**config.mk**
```make
export PLATFORM = sky130hd
export DESIGN_NAME = ad9361_spi_slave
export DESIGN_NICKNAME = d
export VERILOG_FILES = /design/src/rtl/ad9361_spi_slave.sv
export SDC_FILE = /design/constraint.sdc
export NUM_CORES = 1
export LEC_CHECK = 0
export ABC_AREA = 1
export CORE_MARGIN = 3
export CORE_UTILIZATION = 55
export CTS_BUF_LIST = sky130_fd_sc_hd__clkbuf_16
export DETAILED_ROUTE_END_ITERATION = 8
export PLACE_DENSITY_LB_ADDON = 0.25
export SETUP_SLACK_MARGIN = 0.05
export SYNTH_ARGS = -nofsm -noshare
export SYNTH_HDL_FRONTEND = slang
export SYNTH_SLANG_ARGS = --single-unit
```
**constraint.sdc**
```tcl
create_clock -name clk -period 4.1 [get_ports clk]
set_input_delay 0.82 -clock clk [delete_from_list [all_inputs] [get_ports clk]]
set_output_delay 0.82 -clock clk [all_outputs]
set_load 0.005 [all_outputs]
```
**src/rtl/ad9361_spi_slave.sv**
```systemverilog
// rtl/ad9361_spi_slave.sv - AD9361-style 24-bit SPI responder driving a local register-file port
// SCLK/CSN/SDI are oversampled in clk; all framing decisions come from edges of the synced copies.
module ad9361_spi_slave #(
  parameter int SYNC_STAGES = 2,
  parameter int ADDR_INC    = 0
) (
  input  logic       clk,
  input  logic       rst_n,
  input  logic       spi_clk,
  input  logic       spi_csn,
  input  logic       spi_sdi,
  output logic       spi_sdo,
  output logic       spi_sdo_oe,
  output logic       reg_wr,
  output logic       reg_rd,
  output logic [9:0] reg_addr,
  output logic [7:0] reg_wdata,
  input  logic [7:0] reg_rdata,
  output logic       frame_done,
  output logic       frame_err
);

  localparam logic [2:0] S_WAIT_IDLE = 3'd0;
  localparam logic [2:0] S_IDLE      = 3'd1;
  localparam logic [2:0] S_CMD       = 3'd2;
  localparam logic [2:0] S_WDATA     = 3'd3;
  localparam logic [2:0] S_RDATA     = 3'd4;
  localparam logic [2:0] S_TAIL      = 3'd5;

  logic [SYNC_STAGES-1:0] sclk_sync, csn_sync, sdi_sync;
  logic                   sclk_d, csn_d;
  logic                   sclk_s, csn_s, sdi_s;
  logic                   sclk_rise, sclk_fall, csn_rise, csn_fall;

  logic [2:0]  state;
  logic [4:0]  bit_cnt;
  logic [3:0]  byte_cnt;
  logic [3:0]  nb;
  logic [9:0]  addr;
  logic [9:0]  addr_step;
  logic [14:0] shreg;
  logic [7:0]  sdo_sh;
  logic        overrun;
  logic        rd_q;

  // CSN synchronizer resets low so a reset taken mid-frame waits for a real CSN high.
  always_ff @(posedge clk or negedge rst_n) begin
    if (!rst_n) begin
      sclk_sync <= '0;
      csn_sync  <= '0;
      sdi_sync  <= '0;
      sclk_d    <= 1'b0;
      csn_d     <= 1'b0;
    end else begin
      sclk_sync <= {sclk_sync[SYNC_STAGES-2:0], spi_clk};
      csn_sync  <= {csn_sync[SYNC_STAGES-2:0], spi_csn};
      sdi_sync  <= {sdi_sync[SYNC_STAGES-2:0], spi_sdi};
      sclk_d    <= sclk_s;
      csn_d     <= csn_s;
    end
  end

  assign sclk_s    = sclk_sync[SYNC_STAGES-1];
  assign csn_s     = csn_sync[SYNC_STAGES-1];
  assign sdi_s     = sdi_sync[SYNC_STAGES-1];
  assign sclk_rise = sclk_s & ~sclk_d;
  assign sclk_fall = ~sclk_s & sclk_d;
  assign csn_rise  = csn_s & ~csn_d;
  assign csn_fall  = ~csn_s & csn_d;

  assign addr_step  = (ADDR_INC != 0) ? addr + 10'd1 : addr - 10'd1;
  assign spi_sdo_oe = (state == S_RDATA);
  assign spi_sdo    = spi_sdo_oe & sdo_sh[7];

  always_ff @(posedge clk or negedge rst_n) begin
    if (!rst_n) begin
      state      <= S_WAIT_IDLE;
      bit_cnt    <= '0;
      byte_cnt   <= '0;
      nb         <= '0;
      addr       <= '0;
      shreg      <= '0;
      sdo_sh     <= '0;
      overrun    <= 1'b0;
      rd_q       <= 1'b0;
      reg_wr     <= 1'b0;
      reg_rd     <= 1'b0;
      reg_addr   <= '0;
      reg_wdata  <= '0;
      frame_done <= 1'b0;
      frame_err  <= 1'b0;
    end else begin
      reg_wr     <= 1'b0;
      reg_rd     <= 1'b0;
      frame_done <= 1'b0;
      frame_err  <= 1'b0;
      rd_q       <= reg_rd;
      case (state)
        S_WAIT_IDLE: begin
          if (csn_s) state <= S_IDLE;
        end
        S_IDLE: begin
          if (csn_fall) begin
            state    <= S_CMD;
            bit_cnt  <= '0;
            byte_cnt <= '0;
            shreg    <= '0;
            overrun  <= 1'b0;
          end
        end
        default: begin
          if (csn_rise) begin
            state      <= S_IDLE;
            frame_done <= (state == S_TAIL) && !overrun;
            frame_err  <= (state != S_TAIL) || overrun;
          end else begin
            case (state)
              S_CMD: begin
                if (sclk_rise) begin
                  shreg   <= {shreg[13:0], sdi_s};
                  bit_cnt <= bit_cnt + 5'd1;
                  if (bit_cnt == 5'd15) begin
                    bit_cnt <= '0;
                    nb      <= {1'b0, shreg[13:11]} + 4'd1;
                    addr    <= {shreg[8:0], sdi_s};
                    if (shreg[14]) begin
                      state <= S_WDATA;
                    end else begin
                      state    <= S_RDATA;
                      reg_rd   <= 1'b1;
                      reg_addr <= {shreg[8:0], sdi_s};
                      sdo_sh   <= '0;
                    end
                  end
                end
              end
              S_WDATA: begin
                if (sclk_rise) begin
                  shreg   <= {shreg[13:0], sdi_s};
                  bit_cnt <= bit_cnt + 5'd1;
                  if (bit_cnt[2:0] == 3'd7) begin
                    bit_cnt   <= '0;
                    reg_wr    <= 1'b1;
                    reg_addr  <= addr;
                    reg_wdata <= {shreg[6:0], sdi_s};
                    addr      <= addr_step;
                    byte_cnt  <= byte_cnt + 4'd1;
                    if (byte_cnt + 4'd1 == nb) state <= S_TAIL;
                  end
                end
              end
              S_RDATA: begin
                // The fall just after a byte boundary must not shift: bit7 of the next byte is still pending.
                if (sclk_fall && bit_cnt[2:0] != 3'd0) sdo_sh <= {sdo_sh[6:0], 1'b0};
                if (sclk_rise) begin
                  bit_cnt <= bit_cnt + 5'd1;
                  if (bit_cnt[2:0] == 3'd7) begin
                    bit_cnt  <= '0;
                    byte_cnt <= byte_cnt + 4'd1;
                    addr     <= addr_step;
                    if (byte_cnt + 4'd1 < nb) begin
                      reg_rd   <= 1'b1;
                      reg_addr <= addr_step;
                    end else begin
                      state <= S_TAIL;
                    end
                  end
                end
              end
              S_TAIL: begin
                if (sclk_rise) overrun <= 1'b1;
              end
              default: state <= S_WAIT_IDLE;
            endcase
          end
        end
      endcase
      if (rd_q) sdo_sh <= reg_rdata;
    end
  end

endmodule

```
======== Yosys cells after proc, flatten, opt, wreduce, memory -nomap -nowiden ========
Index checks and enable logic that the tools add are counted.
word-level totals
  output and inout port bits .............. 24
  logic and storage cells ................. 182
  register bits ........................... 81
cells by class
  reduce and logical (&&, ||, !) cells .... 28
  bitwise gates (word level) .............. 12
  $lt $le $gt $ge ......................... 1
  eq/ne operators ......................... 39
  multiplexer cells ....................... 78
  add/subtract/negate cells ............... 4
operator list
  operator            count
  $mux 10             12
  $mux 15             4
  $mux 8              7
  $mux 3              12
  $mux 5              6
  $pmux 10 s3         1
  $pmux 15 s2         1
  $ne 5x5->1 const B  5
  $reduce_and 11->1   2
  $mux 1              21
  $mux 4              5
  $pmux 10 s2         1
  $pmux 5 s2          2
  $reduce_and 5->1    4
  $ne 2x1->1 const B  8
  $pmux 8 s2          1
  $ne 3x3->1 const B  5
  $ne 2x2->1 const B  7
  $reduce_and 7->1    2
  $pmux 3 s4          1
  $reduce_and 6->1    2
  $reduce_bool 2->1   6
  $reduce_bool 3->1   4
  $ne 5x1->1 const B  2
  23 further kinds    41

======== Depth between registers and ports, before layout ========
  depth after elaboration ................. 8
  gate-level depth with buffers ........... 13

======== Worst setup path after synthesis ========
Ideal clock, no wire load.
  path type ............................... register -> output
  from .................................... register state[0]
  to ...................................... output spi_sdo
  cell stages (with the launch flop) ...... 7
  slack ................................... 2.123 ns
  buffers on the path ..................... 3
  data required time ...................... 3.280 ns
  data arrival time ....................... 1.157 ns
  cells stage by stage .................... dfrtp_1 buf_6 nor2_4 nand2_1 buf_6 clkbuf_1 nor2_1
between the ends
  word-level cells in the longest chain between the ends .. 2
RTL lines
  element                   line  text
  start: declaration        35    logic [2:0] state;
  start signal: assignment  77    state <= S_WAIT_IDLE;
  start signal: assignment  100   if (csn_s) state <= S_IDLE;
  start signal: assignment  104   state <= S_CMD;
  $eq 3x3->1                72    assign spi_sdo_oe = (state == S_RDATA);
  $and 1x1->1               73    assign spi_sdo = spi_sdo_oe & sdo_sh[7];
  end: declaration          12    output logic spi_sdo,
No other way between the ends.

======== Worst setup path in the final report ========
  from .................................... register state[0]
  to ...................................... output spi_sdo_oe
between the ends
  word-level cells in the longest chain between the ends .. 1
RTL lines
  element           line  text
  $eq 3x3->1        72
  end: declaration  13    output logic spi_sdo_oe,
No other way between the ends.

==> flow_metrics.py <==
metrics = {
    "yosys": {
        "ys_seq_area_share_pct": 46.6,
        "synth_cell_types": 37,
        "synth.avg_cell_area_um2": 8.15,
        "syn_nets": 559,
        "synth-async-reset-ratio_pct": 100,
        "synth_top_area_share_pct": 46.6,
        "synth_simple_gate_area_share_pct": 28.4,
        "ys_ff_latch": 81,
        "syn_inst": 534,
        "synth_fa_ha_area_share_pct": 3.45,
        "synth_top_cells_by_count": "150 x nand2_1, 81 x dfrtp_1, 55 x inv_1, 44 x nand3_1, 42 x o21ai_0",
        "synth_area_leader_cell": "dfrtp_1",
        "dominantRegCellSynth": "dfrtp_1",
        "synth_area_leaders": "dfrtp_1 47%, nand2_1 13%, nand3_1 5.1%",
        "synth.most_common_cell": "nand2_1",
        "synth_xor_area_share_pct": 2.21,
        "synth_compound_area_share_pct": 11.0,
        "synth_top_family_by_area": "simple AND/OR/NAND/NOR gates",
        "synthMuxAreaShare_pct": 0.230,
        "synth_edf_count": 0,
        "netlist_area_um2": 4350,
        "synth_warnings": 0,
    },
    "drt": {
        "first_pass_iters": 5,
        "totalWireLength_um": 9480,
        "wl_per_cell_um": 14.2,
        "vias": 3583,
        "drc": 0,
        "avgViaCountPerCell": 5.36,
        "drt_iter0_drc": 259,
        "ant_nets": 0,
    },
    "floorplan": {
        "die-area_um2": 9020,
        "die_w_um": 95.0,
        "core.rowCount": 31,
        "start_util_pct": 58.5,
        "coreArea_um2": 7450,
        "io_pins": 37,
        "die_y_um": 95.0,
    },
    "final_layout": {
        "num_antenna_cells": 0,
        "drive_gt1_share_pct": 8.77,
        "fillerInstances": 637,
        "area_growth_pct": 15.3,
        "nets": 590,
    },
    "clock_tree": {
        "clockRootBuffer": "clkbuf_16",
        "clk_pin_slew_worst_paths_ns": 0.07,
        "htree_num_levels": 3,
        "cts_sinks": 81,
        "clk_latency_ns": 0.34,
        "cts_made_buffers": 9,
        "post_cts_resized": 0,
        "hold_buffers": 0,
        "cts_setup_buffers": 0,
        "cts_buffer_depth": 2,
        "cts_tree": "yes",
    },
    "global_routing": {
        "grt_pass1_vias": 3431,
        "overflow": 0,
        "grt_usage_pct": 23.0,
        "grt_start_max_net_pins": 82,
        "antenna_found_initial": 0,
        "grt_pass1_wl_um": 16200,
    },
    "placed_design": {
        "dp_hpwl_um": 6550,
        "place_congestion": 0.847,
        "pre_cts_slack_ns": 1.32,
        "io_buffers": 36,
    },
    "run": {
        "cap_viol_max_count": 0,
    },
    "timing": {
        "slew_viol_final": 0,
        "tns_ns": 0,
        "period_minus_slack_ns": 3.17,
        "setup_ws_ns": 0.931,
        "rsz0062_at_grt": "no",
        "finClkSkew_ns": 0.0112,
        "final_hold_viol_count": 0,
        "setup_viol": 0,
        "worst_pin_slew_ns": 0.991,
        "fmax_mhz": 316,
        "post-route-period-util_pct": 77.3,
        "max_slew_margin_pct": 34.0,
    },
    "setup_path": {
        "crit_slowest_cell": "dfrtp_1",
        "path_cells": "nor2_4 > nand2_1 > inv_4 > clkdlybuf4s50_1",
        "cp_max_fo": 20,
        "path_buf_inv": 2,
        "crit_path_end_kind": "output port",
        "cp_top_family": "buffers and inverters",
        "cp.arrival_ns": 2.35,
        "critPathKind": "flip-flop to output port",
        "cp.required_ns": 3.28,
        "crit_path_max_incr_delay_ns": 0.55,
        "cp-start-kind": "flip-flop",
    },
    "outcome": {
        "status": "complete, no violations",
    },
    "min_path": {
        "hp-class": "flip-flop to flip-flop",
    },
    "power": {
        "p_leak_nw": 2.45,
        "ir_drop_mv": 0.278,
        "powerDensity_nw_per_um2": 683,
    },
}
-- placed cells by master, fill, tap and decap left out, types with 9 or more instances in the layout --
cell type	netlist	routed
o21ai_0	42	42
dfrtp_1	81	81
nor2_1	32	32
xor2_1	9	9
nand4_1	11	11
o21ai_1	25	25
nand3_1	44	44
clkdlybuf4s50_1	0	35
ha_1	12	12
clkbuf_16	0	9
inv_1	55	55
nand2_1	150	150
-- routing by layer --
metal | routed length (um) | vias to the layer above | global-route usage (%)
met5 | 0 | - | 0
met4 | 167 | 0 | 7.45
met3 | 509 | 19 | 4.86
met2 | 4250 | 101 | 35.2
met1 | 4550 | 1663 | 32.8
li1 | - | 1800 | -
-- registers in the layout, summed over array words and instances (netlist names), 2 cells and up --
name,flops
sdi_sync,2
addr,10
sclk_sync,2
state,3
sdo_sh,8
csn_sync,2
nb,4
byte_cnt,4
reg_addr,10
bit_cnt,5
reg_wdata,8
shreg,15
-- kinds of logic after synthesis --
kind of cell    Yosys count
compound gates           88
xor+xnor                 11
fa+ha+maj                12
buf+inv                  78
flops                    81
mux                       1
simple gates            263
-- path summary, 6_finish.rpt --
check                                       from                      end  slack, ns  depth (start not counted)
setup / recovery            state[0]$_DFFE_PN0P_               spi_sdo_oe       0.93                          4
hold / removal             sdi_sync[0]$_DFF_PN0_    sdi_sync[1]$_DFF_PN0_       0.35                          0
max in group asynchronous                  rst_n      addr[2]$_DFFE_PN0P_       2.82                          1
hold reg to reg            sdi_sync[0]$_DFF_PN0_    sdi_sync[1]$_DFF_PN0_       0.35                          0
setup reg to reg            state[0]$_DFFE_PN0P_  reg_addr[3]$_DFFE_PN0P_       1.31                         11
min in group asynchronous                  rst_n    sdo_sh[3]$_DFFE_PN0P_       0.65                          1
-- final cells by class --
class	count	area [um^2]	area share, %
flip-flops and latches	81	2030	40.4
repair buffers	36	358	7.13
clock inverters	7	76.3	1.52
inverters	62	235	4.69
clock buffers	9	225	4.49
multi-input cells	375	1970	39.3
well taps	99	124	2.47
-- report_power, final --
group | internal [mW] | total (mW) | leakage (nW) | switching [mW]
Clock | 0.479 | 0.823 | 0.150 | 0.343
Sequential | 0.999 | 1.17 | 1.08 | 0.168
Combinational | 0.487 | 1.44 | 1.22 | 0.954
-- metrics by stage --
step / cell area, um^2 / utilization (%) / cells / total power [mW] / hold WS [ns]
after floorplan: 4350 / - / 534 / 2.27 / 0.331
after global placement: 4720 / 63.4 / 653 / 2.55 / 0.332
after detailed placement: 4720 / 63.4 / 653 / 2.59 / 0.335
after CTS: 5020 / 67.4 / 669 / 3.42 / 0.349
after global routing: 5020 / 67.4 / 669 / 3.69 / 0.359
final: 5020 / 67.4 / 669 / 3.43 / 0.348
(Power assumes the default switching activity.)
==> RTL change 1: new RTL, config.mk and constraints unchanged <==
Compare `bit_cnt` against `5'd15` with >= in place of ==.
--- a/src/rtl/ad9361_spi_slave.sv
+++ b/src/rtl/ad9361_spi_slave.sv
@@ -120,5 +120,5 @@
                   shreg   <= {shreg[13:0], sdi_s};
                   bit_cnt <= bit_cnt + 5'd1;
-                  if (bit_cnt == 5'd15) begin
+                  if (bit_cnt >= 5'd15) begin
                     bit_cnt <= '0;
                     nb      <= {1'b0, shreg[13:11]} + 4'd1;
Check against the original RTL: no difference found for any inputs over 4 cycles, from zero or initial values and one cycle with rst_n low; that may be too few to reach the edited logic, so the function may still have changed.
==> RTL change 1 against the original RTL <==
  * Setup slack improved by 28 ps
  * Global-route usage down 0.97 points
  * Final area is 2.0% higher
  * Sequential cell count unchanged
  * Power increased by 1.8%
  * Via count increased by 3.2%
  * Combinational power rose by 7%
  * Routed wire length rose by 0.18%
  * Area after synthesis rose by 1.7%
==> RTL change 1: results <==
group,metric,value,unit
run_status,status,"finished, final reports clean",
drt,vias_per_cell,5.330,
placement,dp_hpwl,6760,um
drt,wl_met3,410,um
final_layout,comb.multi_input.count,396,
worst_setup_path,r2r-end,"addr[7]$_DFFE_PN0P_",
drt,first_iter_violations,191,
final_layout,multi_input_area_share,40.21,%
sta,fin_skew,8.182,ps
global_route,use_met2,34.39,%
worst_setup_path,r2r_slack,1800,ps
final_layout,buffer_area_share,7.279,%
drt,wirelength_met1,4490,um
synthesis,ys_types,35,
drt,wl_met2,4485,um
global_route,grt.total_usage,22.06,%
synthesis,ys_seq_area_share,45.76,%
sta,worst_pin_slew,998.6,ps
final_layout,layout-drive-gt1-share,11.15,%
final_layout,nFlopsAndLatches,81,
power_and_ir_drop,netSwitchingFraction,43.28,%
final_layout,final-clk-cell-share,5.887,%
synthesis,synth.avg_cell_area,7.995,um2
min_path,holdPathEnd,"csn_sync[1]$_DFF_PN0_",
final_layout,nonClockInverterCount,61,
drt,wl,9496,um
synthesis,ys_top_cells_by_area,"dfrtp_1 (46%), nand2_1 (15%), nand3_1 (6.4%)",
global_route,grt_pass1_vias,3413,
placement,dp_cells,678,
drt,detail_route.wl_per_cell,13.68,um
worst_setup_path,crit_arrival,2320,ps
synthesis,syn_nets,578,
synthesis,synth_common_cells,"nand2_1 (173), dfrtp_1 (81), nand3_1 (57)",
final_layout,n_all_buffers,38,
sta,clock.fmax,318.4,MHz
power_and_ir_drop,p_leak,2.463,nW
placement,place.gp.congestion,0.9179,
placement,placed_cell_area,4821,um2
global_route,use_met1,31.70,%
worst_setup_path,crit_start,"state[1]$_DFFE_PN0P_",
floorplan,taps,102,
global_route,grtUsageMet3,3.284,%
power_and_ir_drop,irDropWorstVdd,314.2,uV
clock_tree,worstSkewPairLatency,340,ps
worst_setup_path,path_max_fanout,18,
drt,firstDrtPassIters,4,
==> RTL change 1: cells by family after synthesis <==
family / synth area share [%]
compound gates: 11.84
flops: 45.76
fa+ha+maj: 3.107
simple gates: 30.17
xor+xnor: 1.384
buf+inv: 7.740
==> RTL change 1: per-stage QoR <==
stage                     util, %  hold WS (ps)
after detailed placement    62.07         334.7
after CTS                   65.95         349.0
final                       65.95         347.5
after floorplan                 -         331.2
after global placement      62.07         333.8
after global routing        65.95         357.1
==> RTL change 1: power groups by stage <==
stage / Sequential (W) / Combinational [W] / Clock (W)
6_report: 0.00114 / 0.00154 / 0.000809
2_1_floorplan: 0.00107 / 0.00125 / 0
3_5_place_dp: 0.00116 / 0.00152 / 0
5_1_grt: 0.00117 / 0.00175 / 0.000853
4_1_cts: 0.00114 / 0.00154 / 0.000826
3_3_place_gp: 0.00115 / 0.00148 / 0
==> RTL change 1: critical path: stages, from the launching register on <==
cell	delay (ps)
dfrtp_1	640
nor2_4	270
nand2_2	230
inv_2	300
clkdlybuf4s50_1	550
==> RTL change 2: new RTL, config.mk and constraints unchanged <==
Made on the original files. Set the parameter `SYNC_STAGES` to 4 (it was 2).
--- a/src/rtl/ad9361_spi_slave.sv
+++ b/src/rtl/ad9361_spi_slave.sv
@@ -2,5 +2,5 @@
 // SCLK/CSN/SDI are oversampled in clk; all framing decisions come from edges of the synced copies.
 module ad9361_spi_slave #(
-  parameter int SYNC_STAGES = 2,
+  parameter int SYNC_STAGES = 4,
   parameter int ADDR_INC    = 0
 ) (
Behaviour: same outputs for any inputs over 4 cycles, from zero or initial values and one cycle with rst_n low; that may be too few to reach the edited logic, so the function may still have changed.
==> RTL change 2 against the original RTL <==
  * Sequential cell count rose by 6
  * Via count rose by 0.47%
  * Sequential share of layout area rose by 2.8 points
  * Area after synthesis fell by 0.52%
  * Power fell by 4.0%
  * Routed wire length fell by 5.6%
  * Setup slack improved by 270 ps
  * Critical endpoint unchanged
  * Global-route usage fell by 1.0 points
  * Synthesized cell count fell by 1.1%
  * Largest power group unchanged
  * Highest routed layer unchanged
  * Core utilization rose by 0.29 points
  * Final area rose by 0.42%
  * Non-clock buffer count rose by 1
==> RTL change 2: results <==
group,metric,value,unit
run_status,status,"finished, final reports clean",
final_layout,nets,586,
drt,vias,3600,
synthesis,synth_flop_cell,"dfrtp_1",
global_route,grt.total_usage,22.01,%
placement,place.gp.congestion,0.9031,
drt,wl,8949,um
synthesis,syn_nets,553,
worst_setup_path,r2r_slack,1560,ps
global_route,grt_max_degree,88,
placement,dp_hpwl,6165,um
global_route,grt_first_pass_wirelength,15460,um
synthesis,ys_types,34,
global_route,antenna_found_initial,0,
worst_setup_path,crit_arrival,2070,ps
min_path,hp-class,"register to register",
drt,firstDrtPassIters,4,
final_layout,layout-drive-gt1-share,7.597,%
clock_tree,h-tree-depth,3,
worst_setup_path,path_max_fanout,14,
synthesis,ys_top_cells_by_area,"dfrtp_1 (50%), nand2_1 (11%), nand3_1 (7.7%)",
power_and_ir_drop,p_leak,2.390,nW
synthesis,ys_seq_area_share,50.26,%
synthesis,synth_common_cells,"nand2_1 (132), dfrtp_1 (87), nand3_1 (67)",
global_route,grt_pass1_vias,3306,
drt,drtAntennaViolNets,0,
drt,first_iter_violations,259,
power_and_ir_drop,irDropWorstVdd,300.7,uV
final_layout,fill_cells,603,
sta,fin_skew,7.060,ps
sta,slew_headroom,28.47,%
RTL change 2: layout make-up:
| type | count | area [um2] | share of cell area [%] |
|---|---|---|---|
| inverter | 61 | 229.0 | 4.542 |
| timing repair buffer | 37 | 365.4 | 7.247 |
| tap | 99 | 123.9 | 2.457 |
| multi-input combinational | 365 | 1846 | 36.61 |
| clock inverter | 7 | 75.07 | 1.489 |
| sequential | 87 | 2177 | 43.19 |
| clock buffer | 9 | 225.2 | 4.468 |
RTL change 2: critical path, cell delays in order (launching register included):
cell             delay, ps
dfrtp_1                480
nor2_2                 200
nand2_2                250
inv_2                  250
clkdlybuf4s50_1        560
RTL change 2: worst paths after layout:
path	start	endpoint	cells after the start
max	state[0]$_DFFE_PN0P_	spi_sdo_oe	4
min	csn_sync[0]$_DFF_PN0_	csn_sync[1]$_DFF_PN0_	0
max reg2reg	state[1]$_DFFE_PN0P_	shreg[3]$_DFFE_PN0P_	9
min reg2reg	csn_sync[0]$_DFF_PN0_	csn_sync[1]$_DFF_PN0_	0
max in group asynchronous	rst_n	shreg[0]$_DFFE_PN0P_	1
min in group asynchronous	rst_n	sdo_sh[0]$_DFFE_PN0P_	1
RTL change 2: where the power goes:
| part | switching, W | internal, W |
|---|---|---|
| clock network | 0.000372 | 0.000430 |
| registers | 0.000145 | 0.00105 |
| logic | 0.000837 | 0.000460 |
RTL change 2: per-stage QoR:
step	instance area [um2]	hold slack (ps)	std cells	total power (W)	setup slack, ps
2_1_floorplan	4332	331.2	528	0.002138	2150
3_3_place_gp	4741	332.5	649	0.002444	1640
3_5_place_dp	4741	335.5	649	0.002487	1592
4_1_cts	5041	351.1	665	0.003296	1231
5_1_grt	5041	355.9	665	0.003548	1139
6_report	5041	349.2	665	0.003293	1206
RTL change 2: cells by family (layout without fill, tap and decap cells):
family / Yosys count / after routing / share of synthesized area [%]
and+or+nand+nor: 258 / 258 / 26.60
buffers and inverters: 76 / 114 / 7.134
AOI/OAI and AO/OA: 85 / 85 / 10.49
muxes: 1 / 1 / 0.2311
xor gates and xnor gates: 9 / 9 / 1.820
adders and majority gates: 12 / 12 / 3.466
DFF: 87 / 87 / 50.26
RTL change 2: layer usage:
metal	up-vias	GRT usage [%]	part of all wire [%]
met1	1689	31.39	47
met5	-	0	0
li1	1795	-	-
met4	0	6.851	1.6
met3	13	4.781	5.8
met2	103	33.76	46
